`config.mk`:
```
export PLATFORM = sky130hd
export DESIGN_NAME = credit_rr_arbiter
export DESIGN_NICKNAME = d
export VERILOG_FILES = /design/src/rtl/credit_rr_arbiter_pkg.sv /design/src/rtl/credit_rr_arbiter_rr_pick.sv /design/src/rtl/credit_rr_arbiter.sv
export SDC_FILE = /design/constraint.sdc
export NUM_CORES = 1
export LEC_CHECK = 0
export CORE_ASPECT_RATIO = 1.2
export CORE_UTILIZATION = 42
export CTS_CLUSTER_DIAMETER = 80
export DETAILED_ROUTE_END_ITERATION = 7
export GPL_ROUTABILITY_DRIVEN = 0
export GPL_TIMING_DRIVEN = 1
export PLACE_DENSITY_LB_ADDON = 0.3
export SETUP_SLACK_MARGIN = 0.02
export SLEW_MARGIN = 20
export SYNTH_ARGS = -nofsm -noshare
export SYNTH_HDL_FRONTEND = slang
export SYNTH_HIERARCHICAL = 1
export SYNTH_SLANG_ARGS = --single-unit
```
`constraint.sdc`:
```
create_clock -name clk -period 4.6 [get_ports clk]
set_clock_uncertainty 0.2 [all_clocks]
set_input_delay 1.38 -clock clk [delete_from_list [all_inputs] [get_ports clk]]
set_output_delay 1.38 -clock clk [all_outputs]
set_load 0.05 [all_outputs]
```
`src/rtl/credit_rr_arbiter_pkg.sv`:
```
// Shared defaults for the credit-gated round-robin pop scheduler.
package credit_rr_arbiter_pkg;

  // Default number of parallel fifos feeding the shared sink.
  localparam int NUM_REQS_DEF   = 4;
  // Default sink depth, which is also the initial and maximum credit count.
  localparam int FIFO_DEPTH_DEF = 8;

endpackage : credit_rr_arbiter_pkg

```
`src/rtl/credit_rr_arbiter_rr_pick.sv`:
```
// Round-robin picker: starting one past ptr, select the first active request.
// Uses a double-width copy of reqs so the wrap-around search is a single
// rotate followed by a lowest-bit priority select.
module credit_rr_arbiter_rr_pick #(
  parameter int NUM_REQS = 4,
  parameter int PWID     = $clog2(NUM_REQS)
) (
  input  logic [NUM_REQS-1:0] reqs,
  input  logic [PWID-1:0]     ptr,
  input  logic                en,
  output logic [NUM_REQS-1:0] gnt,
  output logic [PWID-1:0]     idx
);

  logic [2*NUM_REQS-1:0] dbl;
  logic [NUM_REQS-1:0]   rot;
  logic [PWID-1:0]       start;
  logic [PWID-1:0]       off;
  logic [PWID:0]         sum;
  logic                  found;

  assign dbl = {reqs, reqs};

  // Rotate so the search origin sits at bit 0, pick lowest set bit, map back.
  always_comb begin
    // NOTE: every signal written here gets a default first, so no path can
    // leave it unassigned and infer a latch.
    start = (ptr == PWID'(NUM_REQS - 1)) ? '0 : ptr + 1'b1;
    rot   = dbl[start +: NUM_REQS];
    off   = '0;
    found = 1'b0;
    gnt   = '0;
    // Descending scan: the last hit written is the lowest index, i.e. the
    // nearest requester after ptr.
    for (int i = NUM_REQS - 1; i >= 0; i--) begin
      if (rot[i]) begin
        off   = PWID'(i);
        found = 1'b1;
      end
    end
    sum = {1'b0, start} + {1'b0, off};
    if (sum >= (PWID + 1)'(NUM_REQS)) begin
      sum = sum - (PWID + 1)'(NUM_REQS);
    end
    idx = sum[PWID-1:0];
    if (en && found) begin
      gnt[idx] = 1'b1;
    end
  end

endmodule : credit_rr_arbiter_rr_pick

```
`src/rtl/credit_rr_arbiter.sv`:
```
// Credit-gated round-robin pop scheduler for NUM_REQS fifos sharing one sink.
// gnt is combinational and drives fifo pop directly; the credit counter keeps
// the sink (depth CREDITS) from ever overflowing.
module credit_rr_arbiter
  import credit_rr_arbiter_pkg::*;
#(
  parameter int NUM_REQS = NUM_REQS_DEF,
  parameter int CREDITS  = FIFO_DEPTH_DEF,
  parameter int CWID     = $clog2(CREDITS) + 1,
  parameter int PWID     = $clog2(NUM_REQS)
) (
  input  logic                clk,
  input  logic                rst,
  input  logic                blk,
  input  logic [NUM_REQS-1:0] reqs,
  input  logic                credit_ret,
  output logic [NUM_REQS-1:0] gnt,
  output logic                gnt_vld,
  output logic [CWID-1:0]     credits,
  output logic                err
);

  localparam logic [CWID-1:0] CRED_MAX = CWID'(CREDITS);
  localparam logic [PWID-1:0] PTR_RST  = PWID'(NUM_REQS - 1);

  logic [PWID-1:0] ptr;
  logic [PWID-1:0] pick_idx;
  logic            can_gnt;

  // A grant needs: not in reset, not blocked, a free sink slot, a non-empty fifo.
  assign can_gnt = ~rst & ~blk & (credits != '0) & (|reqs);

  credit_rr_arbiter_rr_pick #(
    .NUM_REQS (NUM_REQS),
    .PWID     (PWID)
  ) u_pick (
    .reqs (reqs),
    .ptr  (ptr),
    .en   (can_gnt),
    .gnt  (gnt),
    .idx  (pick_idx)
  );

  assign gnt_vld = |gnt;

  // Pointer, credit counter and sticky overflow error, all reset synchronously.
  always_ff @(posedge clk) begin
    // NOTE: state registers use non-blocking assignments so every flop
    // samples pre-edge values regardless of statement order.
    if (rst) begin
      ptr     <= PTR_RST;
      credits <= CRED_MAX;
      err     <= 1'b0;
    end else begin
      if (gnt_vld) begin
        ptr <= pick_idx;
      end
      // A simultaneous grant and return cancel out, even at full credits.
      unique case ({gnt_vld, credit_ret})
        2'b10: credits <= credits - 1'b1;
        2'b01: begin
          if (credits == CRED_MAX) begin
            err <= 1'b1;
          end else begin
            credits <= credits + 1'b1;
          end
        end
        default: ;
      endcase
    end
  end

endmodule : credit_rr_arbiter

```
Word level (Yosys, flattened, before mapping)
Cells that the tools add are included.
{ "totals": {"register_bits": 7, "latchBits": 0, "ram_bits": 0, "mem_bits_ro": 0, "input_bits": 8, "output_inout_bits": 10, "elab_cells": 45, "memories": 0} }
{ "op_classes": {"n_addsub": 5, "multipliers": 0, "div_mod_pow": 0, "order_cmp": 3, "n_eq_ne": 5, "n_shift": 1, "mux": 15, "bitwise_logic": 5, "reduce_logical": 8} }
{ "op_table": {"columns": ["operator", "count"], "rows": [
  ["$mux W2", 6],
  ["$mux W4", 2],
  ["$pmux W4 S2", 1],
  ["$reduce_or A4 Y1", 2],
  ["$shiftx A8 B3 Y4", 1],
  ["$mux W1", 5],
  ["$add A4 B1 Y4 const B", 1],
  ["$eq A2 B2 Y1 const B", 2],
  ["$eq A4 B4 Y1 const B", 1],
  ["$reduce_and A2 Y1", 2],
  ["$reduce_bool A4 Y1", 1],
  ["$sub A4 B1 Y4 const B", 1],
  ["$add A2 B2 Y3", 1],
  ["$and A1 B1 Y1", 3],
  ["$ge A3 B3 Y1 const B", 1],
  ["$lt A2 B3 Y1 const B", 1],
  ["$add A2 B1 Y2 const B", 1],
  ["$demux W1 S2", 1],
  ["$eq A2 B1 Y1 const B", 1],
  ["$ge A2 B1 Y1 const B", 1],
  ["$logic_and A1 B1 Y1", 2],
  ["$ne A2 B2 Y1 const B", 1],
  ["$not A1 Y1", 2],
  ["$reduce_bool A2 Y1", 1],
  ["$sub A2 B1 Y2 const B", 1]
]} }

Depth between registers and ports, before layout
Gate-level depths: netlist (run 1).
{ "logic_depth": {"word_depth": 19, "depth_mapped": 16, "mapped_depth_nobuf": 16} }

Modules after synthesis
The synthesis (run 1) kept the hierarchy.
{ "modules_own_cells": {"columns": ["mod", "n_inst", "cells_per_inst", "area_each_um2", "seq_area_each_um2"], "rows": [
  ["credit_rr_arbiter", 1, 49, 452.9, 140.1],
  ["credit_rr_arbiter_rr_pick", 1, 35, 239.0, 0.0]
]} }

Worst setup path before layout (run 1)
No wires, ideal clock.
{ "synth_path": {"path_kind": "input -> output", "startpoint": "input reqs[1]", "endpoint": "output gnt_vld", "t_arrival_ps": 3976, "required_time_ps": 3020, "path_slack_ps": -956, "path_stages": 9, "n_path_buf": 0, "path_cell_list": "nor2_1 o22ai_1 a211oi_1 a21oi_1 ha_1 xor2_2 nor3_1 nor4_4 inv_2"} }
{ "synth_via": {"elab_chain_len": 14, "word_cells_on_any_way": 23, "cone_classes": "add/sub: 2; order compare: 3; shift: 1; mux: 12; bitwise: 1; reduce/logical: 4"} }
{ "synth_lines": {"columns": ["item", "line_no", "source"], "rows": [
  ["start: declaration", "credit_rr_arbiter.sv:15", "input logic [NUM_REQS-1:0] reqs,"],
  ["$shiftx A8 B3 Y4 *", "credit_rr_arbiter_rr_pick.sv:29", "rot = dbl[start +: NUM_REQS];"],
  ["$mux W2 (3 in a row)", "credit_rr_arbiter_rr_pick.sv:36", "if (rot[i]) begin"],
  ["$mux W2 *", "credit_rr_arbiter_rr_pick.sv:36", null],
  ["$add A2 B2 Y3 *", "credit_rr_arbiter_rr_pick.sv:41", "sum = {1'b0, start} + {1'b0, off};"],
  ["$ge A3 B3 Y1 or $sub A2 B1 Y2 (tied branches)", "credit_rr_arbiter_rr_pick.sv:42, credit_rr_arbiter_rr_pick.sv:43", null],
  ["$mux W2 *", "credit_rr_arbiter_rr_pick.sv:42", "if (sum >= (PWID + 1)'(NUM_REQS)) begin"],
  ["named net pick_idx[1]", "credit_rr_arbiter.sv:27", "logic [PWID-1:0] pick_idx;"],
  ["$lt A2 B3 Y1 (not written as such) or $ge A2 B1 Y1 (tied branches)", "credit_rr_arbiter_rr_pick.sv:47", "gnt[idx] = 1'b1;"],
  ["$logic_and A1 B1 Y1 (not written as such)", "credit_rr_arbiter_rr_pick.sv:47", null],
  ["$mux W1 (not written as such)", "credit_rr_arbiter_rr_pick.sv:47", null],
  ["$demux W1 S2 *", null, null],
  ["$mux W4 *", "credit_rr_arbiter_rr_pick.sv:46", "if (en && found) begin"],
  ["named net gnt[0]", "credit_rr_arbiter.sv:17", "output logic [NUM_REQS-1:0] gnt,"],
  ["$reduce_or A4 Y1 *", "credit_rr_arbiter.sv:44", "assign gnt_vld = |gnt;"],
  ["end: declaration", "credit_rr_arbiter.sv:18", "output logic gnt_vld,"]
]} }
The timed path passes the listed nets; every way through them passes the cells marked *.

Worst setup path in the final report (run 1)
{ "layout_path": {"startpoint": "input reqs[0]", "endpoint": "output gnt_vld"} }
{ "layout_via": {"elab_chain_len": 14, "word_cells_on_any_way": 23, "cone_classes": "add/sub: 2; order compare: 3; shift: 1; mux: 12; bitwise: 1; reduce/logical: 4"} }
{ "layout_lines": {"columns": ["item", "line_no"], "rows": [
  ["$shiftx A8 B3 Y4 *", "credit_rr_arbiter_rr_pick.sv:29"],
  ["$mux W2 (3 in a row)", "credit_rr_arbiter_rr_pick.sv:36"],
  ["$mux W2 *", "credit_rr_arbiter_rr_pick.sv:36"],
  ["$add A2 B2 Y3 *", "credit_rr_arbiter_rr_pick.sv:41"],
  ["$ge A3 B3 Y1 or $sub A2 B1 Y2 (tied branches)", "credit_rr_arbiter_rr_pick.sv:42, credit_rr_arbiter_rr_pick.sv:43"],
  ["$mux W2 *", "credit_rr_arbiter_rr_pick.sv:42"],
  ["named net pick_idx[0]", "credit_rr_arbiter.sv:27"],
  ["$lt A2 B3 Y1 (not written as such) or $ge A2 B1 Y1 (tied branches)", "credit_rr_arbiter_rr_pick.sv:47"],
  ["$logic_and A1 B1 Y1 (not written as such)", "credit_rr_arbiter_rr_pick.sv:47"],
  ["$mux W1 (not written as such)", "credit_rr_arbiter_rr_pick.sv:47"],
  ["$demux W1 S2 *", null],
  ["$mux W4 *", "credit_rr_arbiter_rr_pick.sv:46"],
  ["$reduce_or A4 Y1 *", "credit_rr_arbiter.sv:44"]
]} }
Marks and branches as above.

==> results.toml, run 1 <==
[synthesis]
synth.ff_latch_count = 7
synth.cell_area_sq_um = 692
postSynth.asyncResetShare_pct = 0
yosys_most_used_dff = "sky130_fd_sc_hd__dfxtp_1"
syn_avg_cell_area_sq_um = 8.24
synth.largest_area_cell = "sky130_fd_sc_hd__dfxtp_1"
netlist-cell-type-count = 41
mappedNetlistNets = 97
yosys_warnings = 6
syn-instance-count = 84
synth_edf_count = 0
synth.top_cell.area_share_pct = 20.3
synth_seq_area_share_pct = 20.3
synthTopCellsByArea = "sky130_fd_sc_hd__dfxtp_1, sky130_fd_sc_hd__ha_1, sky130_fd_sc_hd__nand2_1, sky130_fd_sc_hd__a21oi_1, sky130_fd_sc_hd__nor3b_2"

[global_route]
wire_length_of_the_first_global_routing_pass_mm = 4.08
first_global_vias = 908
grt-ovfl-total = 0
pin_count_of_the_biggest_net_entering_global_routing = 9
grt_overall_usage_pct = 32.9
number_of_antenna_violations_at_the_first_check_in_global_routing = 0

[final_layout]
fraction_of_final_layout_cells_with_drive_strength_greater_than_1_pct = 56.9
postLayoutCellArea_sq_um = 1400
syn2layout_area_growth_pct = 102
nets = 144
multi_input_area_sq_um = 717
antennaDiodeCount = 0
fillerInstances = 39
seq_area_sq_um = 140

[setup_path]
critical_path.endpoint_type = "primary output"
setup.worst_path.class = "in2out"
crit_arrival_ns = 3.42
cp.required_ns = 3.02
critical_path.cell_chain = "clkbuf_4, nor3_1, o21ai_0, a221oi_1, buf_4, nor3_4, nor4_4, bufinv_8, buf_8"
cp_max_stage_cell = "sky130_fd_sc_hd__a221oi_1"
worstSetupStartpointType = "input pin"
critical_path_peak_fanout = 5
max_stage_delay_ns = 0.44

[timing]
fin_worst_hold_slack_ns = 0.385
post-route-min-period_ns = 5.00
maxSlewHeadroom_pct = 52.2
maxClockFrequency_mhz = 200
final_setup_slack_of_the_worst_path_ns = -0.396
slew_violations = 0
worst-slew-pin-transition_ns = 0.711
finalHoldViolations = 0
setup_tns_ns = -0.737
grt_setup_unrepaired = "true"
layout_worst_path_cycle_share_pct = 109
setup_violators_final = 5

[drt]
total_iterations_of_the_first_detailed_routing_run = 4
finalWirelength_mm = 3.66
final_antenna_net_count = 0
routedWlPerCell_um = 24.9
avgViaCountPerCell = 6.92
vias = 1017
remaining_drc_errors = 0
drtIter0Drc = 63

[cts]
cts.sink_count = 7
maximum_level_of_the_cts_h_tree = 1
clock_latency_ns = 0.26
buffers_from_clock_root_to_sink_at_most = 2
cts_inserted_buffers = 3
ctsHoldBuffers = 0
cts_root_buffer = "sky130_fd_sc_hd__clkbuf_4"
cts.clk_slew.worst_paths_ns = 0.06
cts_tree = "built"

[run_status]
violations = "negative setup slack"
outcome = "finished, violations left"

[pwr]
post-layout-total-power_w = 0.00111
vdd.ir_drop.worst_mv = 0.650
p_leak_nw = 0.557
pwr_density_cell_nw_per_um2 = 791

[placed_design]
postPlaceCellArea_sq_um = 1150
dp_worst_setup_slack_ns = -0.779
detailedPlacementHpwl_mm = 1.67
io_buffer_count = 17

[worst_hold_path]
hp-class = "reg2reg"

[die]
design.die.area_sq_um = 1810
initial_utilization_pct = 46.7
die_y_um = 46.5
coreArea_sq_um = 1480
chipWidth_um = 39.1
boundaryPins = 18
fp-row-count = 15

[job]
maxCapViolations = 0
[path summary, 6_finish.rpt]
kind            from         end  slack (ns)  cells past startpoint
max          reqs[0]     gnt_vld       -0.40                      9
min           ptr[1]      ptr[1]        0.39                      2
max reg2reg   ptr[0]  credits[3]        0.18                     18
min reg2reg   ptr[1]      ptr[1]        0.39                      2
[placed cells by master (no fill, tap or decap), drive strengths merged, types with 2 or more instances in the layout]
| master | synthesis | final |
|---|---|---|
| clkbuf | 1 | 5 |
| a2111oi | 2 | 2 |
| a221oi | 2 | 2 |
| a21oi | 7 | 7 |
| buf | 0 | 34 |
| o311ai | 2 | 2 |
| nor3 | 3 | 3 |
| xor2 | 2 | 2 |
| inv | 5 | 3 |
| nor2 | 6 | 6 |
| nand2 | 10 | 10 |
| nand3b | 2 | 2 |
| clkdlybuf4s50 | 0 | 8 |
| ha | 4 | 4 |
| nor3b | 2 | 2 |
| o21ai | 5 | 5 |
| a211oi | 2 | 2 |
| dfxtp | 7 | 7 |
| nand3 | 4 | 4 |
| nor4 | 4 | 4 |
[synth_stat cells (2+ instances only)]
library cell / n
sky130_fd_sc_hd__inv_1: 3
sky130_fd_sc_hd__nand3_1: 4
sky130_fd_sc_hd__o21ai_1: 2
sky130_fd_sc_hd__o21ai_0: 3
sky130_fd_sc_hd__ha_1: 4
sky130_fd_sc_hd__nor4_1: 3
sky130_fd_sc_hd__a221oi_1: 2
sky130_fd_sc_hd__inv_2: 2
sky130_fd_sc_hd__nor3b_2: 2
sky130_fd_sc_hd__dfxtp_1: 7
sky130_fd_sc_hd__nor3_1: 3
sky130_fd_sc_hd__nand3b_1: 2
sky130_fd_sc_hd__nor2_1: 5
sky130_fd_sc_hd__nand2_1: 10
sky130_fd_sc_hd__a21oi_1: 6
[stage by stage]
stage	utilization (%)	instances
final	94.3	147
after global routing	94.3	147
after CTS	88.0	144
after detailed placement	77.4	135
after global placement	77.4	135
after floorplan	-	84
[registers in the layout, summed over array words and instances, names as in the netlist]
name / cells
ptr: 2
err: 1
credits: 4
[power breakdown]
part | switching, W | internal, W
registers | 0.0000484 | 0.0000876
clock network | 0.0000287 | 0.0000335
logic | 0.000495 | 0.000413
[layer usage]
metal / share of wire, % / GRT usage (%)
met5: 0 / 0
met4: 11 / 22.8
met3: 9.2 / 5.31
met2: 48 / 62.3
met1: 32 / 30.7
[repair_timing]
action / 4_1_cts / 5_1_grt
resized for setup: 35 / 21
endpoints found under the setup margin: 8 / 6
cloned: 0 / 0
setup buffers: 5 / 4
pin swaps: 7 / 10
[final cells by class]
type,count,area share (%)
tap,17,1.52
inverter,5,3.22
clock buffer,4,1.88
timing repair buffer,43,32.1
multi-input combinational,71,51.3
sequential,7,10.0
[worst max-delay path, delay by kind of cell]
family | cells | cell delay, ns
buf+inv | 4 | 0.73
simple gates | 3 | 0.65
compound gates | 2 | 0.65
[cells by family (layout without fill, tap and decap cells)]
family          count (synthesis)  count (layout)  synth area share [%]
compound gates                 27              27                  28.6
xor+xnor                        2               2                  3.62
fa+ha+maj                       6               6                  11.8
buf+inv                         6              52                  3.44
flops                           7               7                  20.3
simple gates                   36              36                  32.4
Note: power is estimated with default switching activity, not from simulation.
==> run 2: changes to the inputs <==
Settings changed: CORE_ASPECT_RATIO 1.2 to default, CORE_UTILIZATION 42 to 50.
Clock period 4.6 ns to 5.76 ns, I/O delays scaled along.
==> run 2 against run 1 <==
The flow now finishes without violations. Non-clock buffer count decreased by 8. Sequential power shrank 26%. Critical path depth grew 3. Die area decreased by 15%. Core utilization shrank 9.0 points. Cell area shrank 21%. Worst hold slack worse by 0.059 ns. Total power is 39% lower. Combinational power fell by 43%. Register-to-register slack better by 1.2 ns. Critical path type unchanged.
==> results.toml, run 2 (synthesis results as in run 1) <==
[setup_path]
worstSetupStartpointType = "input pin"
max_stage_delay_ns = 0.30
critical_path_peak_fanout = 6
worst_r2r_endpoint = "credits[3]"
critPathBufInv = 4
setup.worst_path.class = "in2out"
worst-r2r-setup-slack_ns = 1.36
crit_path_start = "reqs[2]"
crit_arrival_ns = 3.69
critical_path.top_delay_family = "buffers and inverters"
worst-r2r-cell-count = 19
cp.required_ns = 3.83
critical_path.cell_chain = "clkdlybuf4s15_1, nand2_1, a21oi_2, a31oi_1, a21oi_1, ha_2, xor2_4, buf_4, nor2_2, nor4_4, inv_2, buf_6"
timing.rr.start = "ptr[0]"
critical_path.endpoint_type = "primary output"
cp_max_stage_cell = "sky130_fd_sc_hd__nor4_4"

[cts]
cts_tree = "built"
buffers_from_clock_root_to_sink_at_most = 2
clock_latency_ns = 0.27
ctsHoldBuffers = 0
cts.clk_slew.worst_paths_ns = 0.06
maximum_level_of_the_cts_h_tree = 1
cts.sink_count = 7
cts_inserted_buffers = 3
cts_root_buffer = "sky130_fd_sc_hd__clkbuf_4"

[run_status]
outcome = "complete, no violations"

[pwr]
combinationalPowerShare_pct = 77.7
vdd.ir_drop.worst_mv = 0.456
power.net_switching_w = 0.000341
seqPwrFrac_pct = 14.9
pwr_density_cell_nw_per_um2 = 604
p_leak_nw = 0.474
post-layout-total-power_w = 0.000671
netSwitchingFraction_pct = 50.9
cellInternalPower_w = 0.000329
clock_power_share_pct = 7.3

[global_route]
pin_count_of_the_biggest_net_entering_global_routing = 9
grt_use_met1_pct = 40.3
grt-ovfl-total = 0
grt-busiest-layer = "met2"
number_of_antenna_violations_at_the_first_check_in_global_routing = 0
met3_track_demand_over_resource_in_global_routing_pct = 9.25
met2_usage_pct = 50.4
wire_length_of_the_first_global_routing_pass_mm = 3.26
grt_overall_usage_pct = 31.9
first_global_vias = 751

[timing]
setup_tns_ns = 0
layout_worst_path_cycle_share_pct = 97.5
slew_violations = 0
finalHoldViolations = 0
post-route-min-period_ns = 5.62
maxClockFrequency_mhz = 178
setup_violators_final = 0
maxSlewHeadroom_pct = 66.3
worst-slew-pin-transition_ns = 0.498
grt_setup_unrepaired = "false"

[job]
maxCapViolations = 0

[final_layout]
largest_register_ff_count = 4
nets = 136
syn2layout_area_growth_pct = 60.4
final_common_cell = "sky130_fd_sc_hd__buf_4"
fraction_of_final_layout_cells_with_drive_strength_greater_than_1_pct = 41.8
layout_top_registers = "credits x4, ptr x2, err x1"
final_cell_mix = "sky130_fd_sc_hd__buf_4, sky130_fd_sc_hd__nand2_1, sky130_fd_sc_hd__clkdlybuf4s50_1, sky130_fd_sc_hd__dfxtp_1, sky130_fd_sc_hd__a21oi_1"
fillerInstances = 76
regMostFlops = "credits"
antennaDiodeCount = 0

[drt]
avgViaCountPerCell = 6.13
drtIter0Drc = 28
vias = 840
routedWlPerCell_um = 15.4
remaining_drc_errors = 0
total_iterations_of_the_first_detailed_routing_run = 5
final_antenna_net_count = 0
finalWirelength_mm = 2.11

[worst_hold_path]
min_delay_worst_endpoint = "ptr[1]"
hold_start = "ptr[1]"
whs_path_depth = 2
hp-class = "reg2reg"

[placed_design]
io_buffer_count = 17
detailedPlacementHpwl_mm = 1.57

[die]
design.die.area_sq_um = 1540
fp-row-count = 13
boundaryPins = 18
chipWidth_um = 39.2
die_y_um = 39.2
coreArea_sq_um = 1300
initial_utilization_pct = 53.2
==> run 2: cell count changes in the layout (fill, tap and decap cells not counted), sizes merged <==
cell           before  now
bufinv              1    0
inv                 3    5
dlymetal6s2s        0    1
clkdlybuf4s15       0    1
buf                34   23
==> run 2: cell type report <==
cell class                 count  area [sq um]  area share [%]
timing repair buffer          35           339            30.6
tap                           15          18.8            1.69
clock buffer                   3          22.5            2.03
inverter                       5          18.8            1.69
clock inverter                 1          5.00           0.451
sequential                     7           140            12.6
multi-input combinational     71           566            51.0
==> run 2: worst register-to-register path: cells and delay by family, from the launching register on <==
family,cells,cell delay [ns]
AOI/OAI and AO/OA,7,1.36
xor gates and xnor gates,1,0.21
adders and majority gates,3,0.93
buffers and inverters,3,0.44
DFF,1,0.47
and+or+nand+nor,5,0.71
==> run 2: what timing repair did <==
item,in CTS,in global routing
setup buffers,3,0
setup endpoints to repair,4,4
gates resized for setup,8,8
pin swaps,2,4
==> run 2: worst max-delay path by stage <==
stage / end / slack [ns] / cells past startpoint
floorplan: gnt_vld / 0.04 / 9
global placement: gnt_vld / -0.06 / 11
detailed placement: gnt_vld / -0.17 / 12
CTS: gnt_vld / 0.03 / 11
global route: gnt_vld / 0.01 / 12
finish: gnt_vld / 0.14 / 12
==> run 2: power groups by stage <==
stage / clock network (W) / registers [W] / logic, W
5_1_grt: 0.0000524 / 0.000105 / 0.000555
6_report: 0.0000492 / 0.000100 / 0.000521
3_3_place_gp: 0 / 0.0000974 / 0.000454
3_5_place_dp: 0 / 0.0000993 / 0.000475
2_1_floorplan: 0 / 0.000142 / 0.000273
4_1_cts: 0.0000492 / 0.0000992 / 0.000515
==> run 2: metal layers <==
metal	wire length [um]	vias to the layer above
li1	-	398
met1	852	388
met2	1070	46
met3	151	8
met4	27	0
met5	0	-
==> run 2: stage by stage <==
stage / setup WS (ns) / hold slack [ns] / std cells / util, % / instance area (sq um)
2_1_floorplan: 0.0448 / 0.241 / 84 / - / 708
3_3_place_gp: -0.0626 / 0.257 / 130 / 80.1 / 1040
3_5_place_dp: -0.169 / 0.318 / 130 / 80.1 / 1040
4_1_cts: 0.0343 / 0.332 / 137 / 85.3 / 1110
5_1_grt: 0.0138 / 0.345 / 137 / 85.3 / 1110
6_report: 0.144 / 0.326 / 137 / 85.3 / 1110
==> run 3: changes to the inputs <==
Settings changed: CTS_CLUSTER_SIZE from default to 40.
==> results of run 3 <==
Final layout, timing and power as in run 2 (identical DEF).
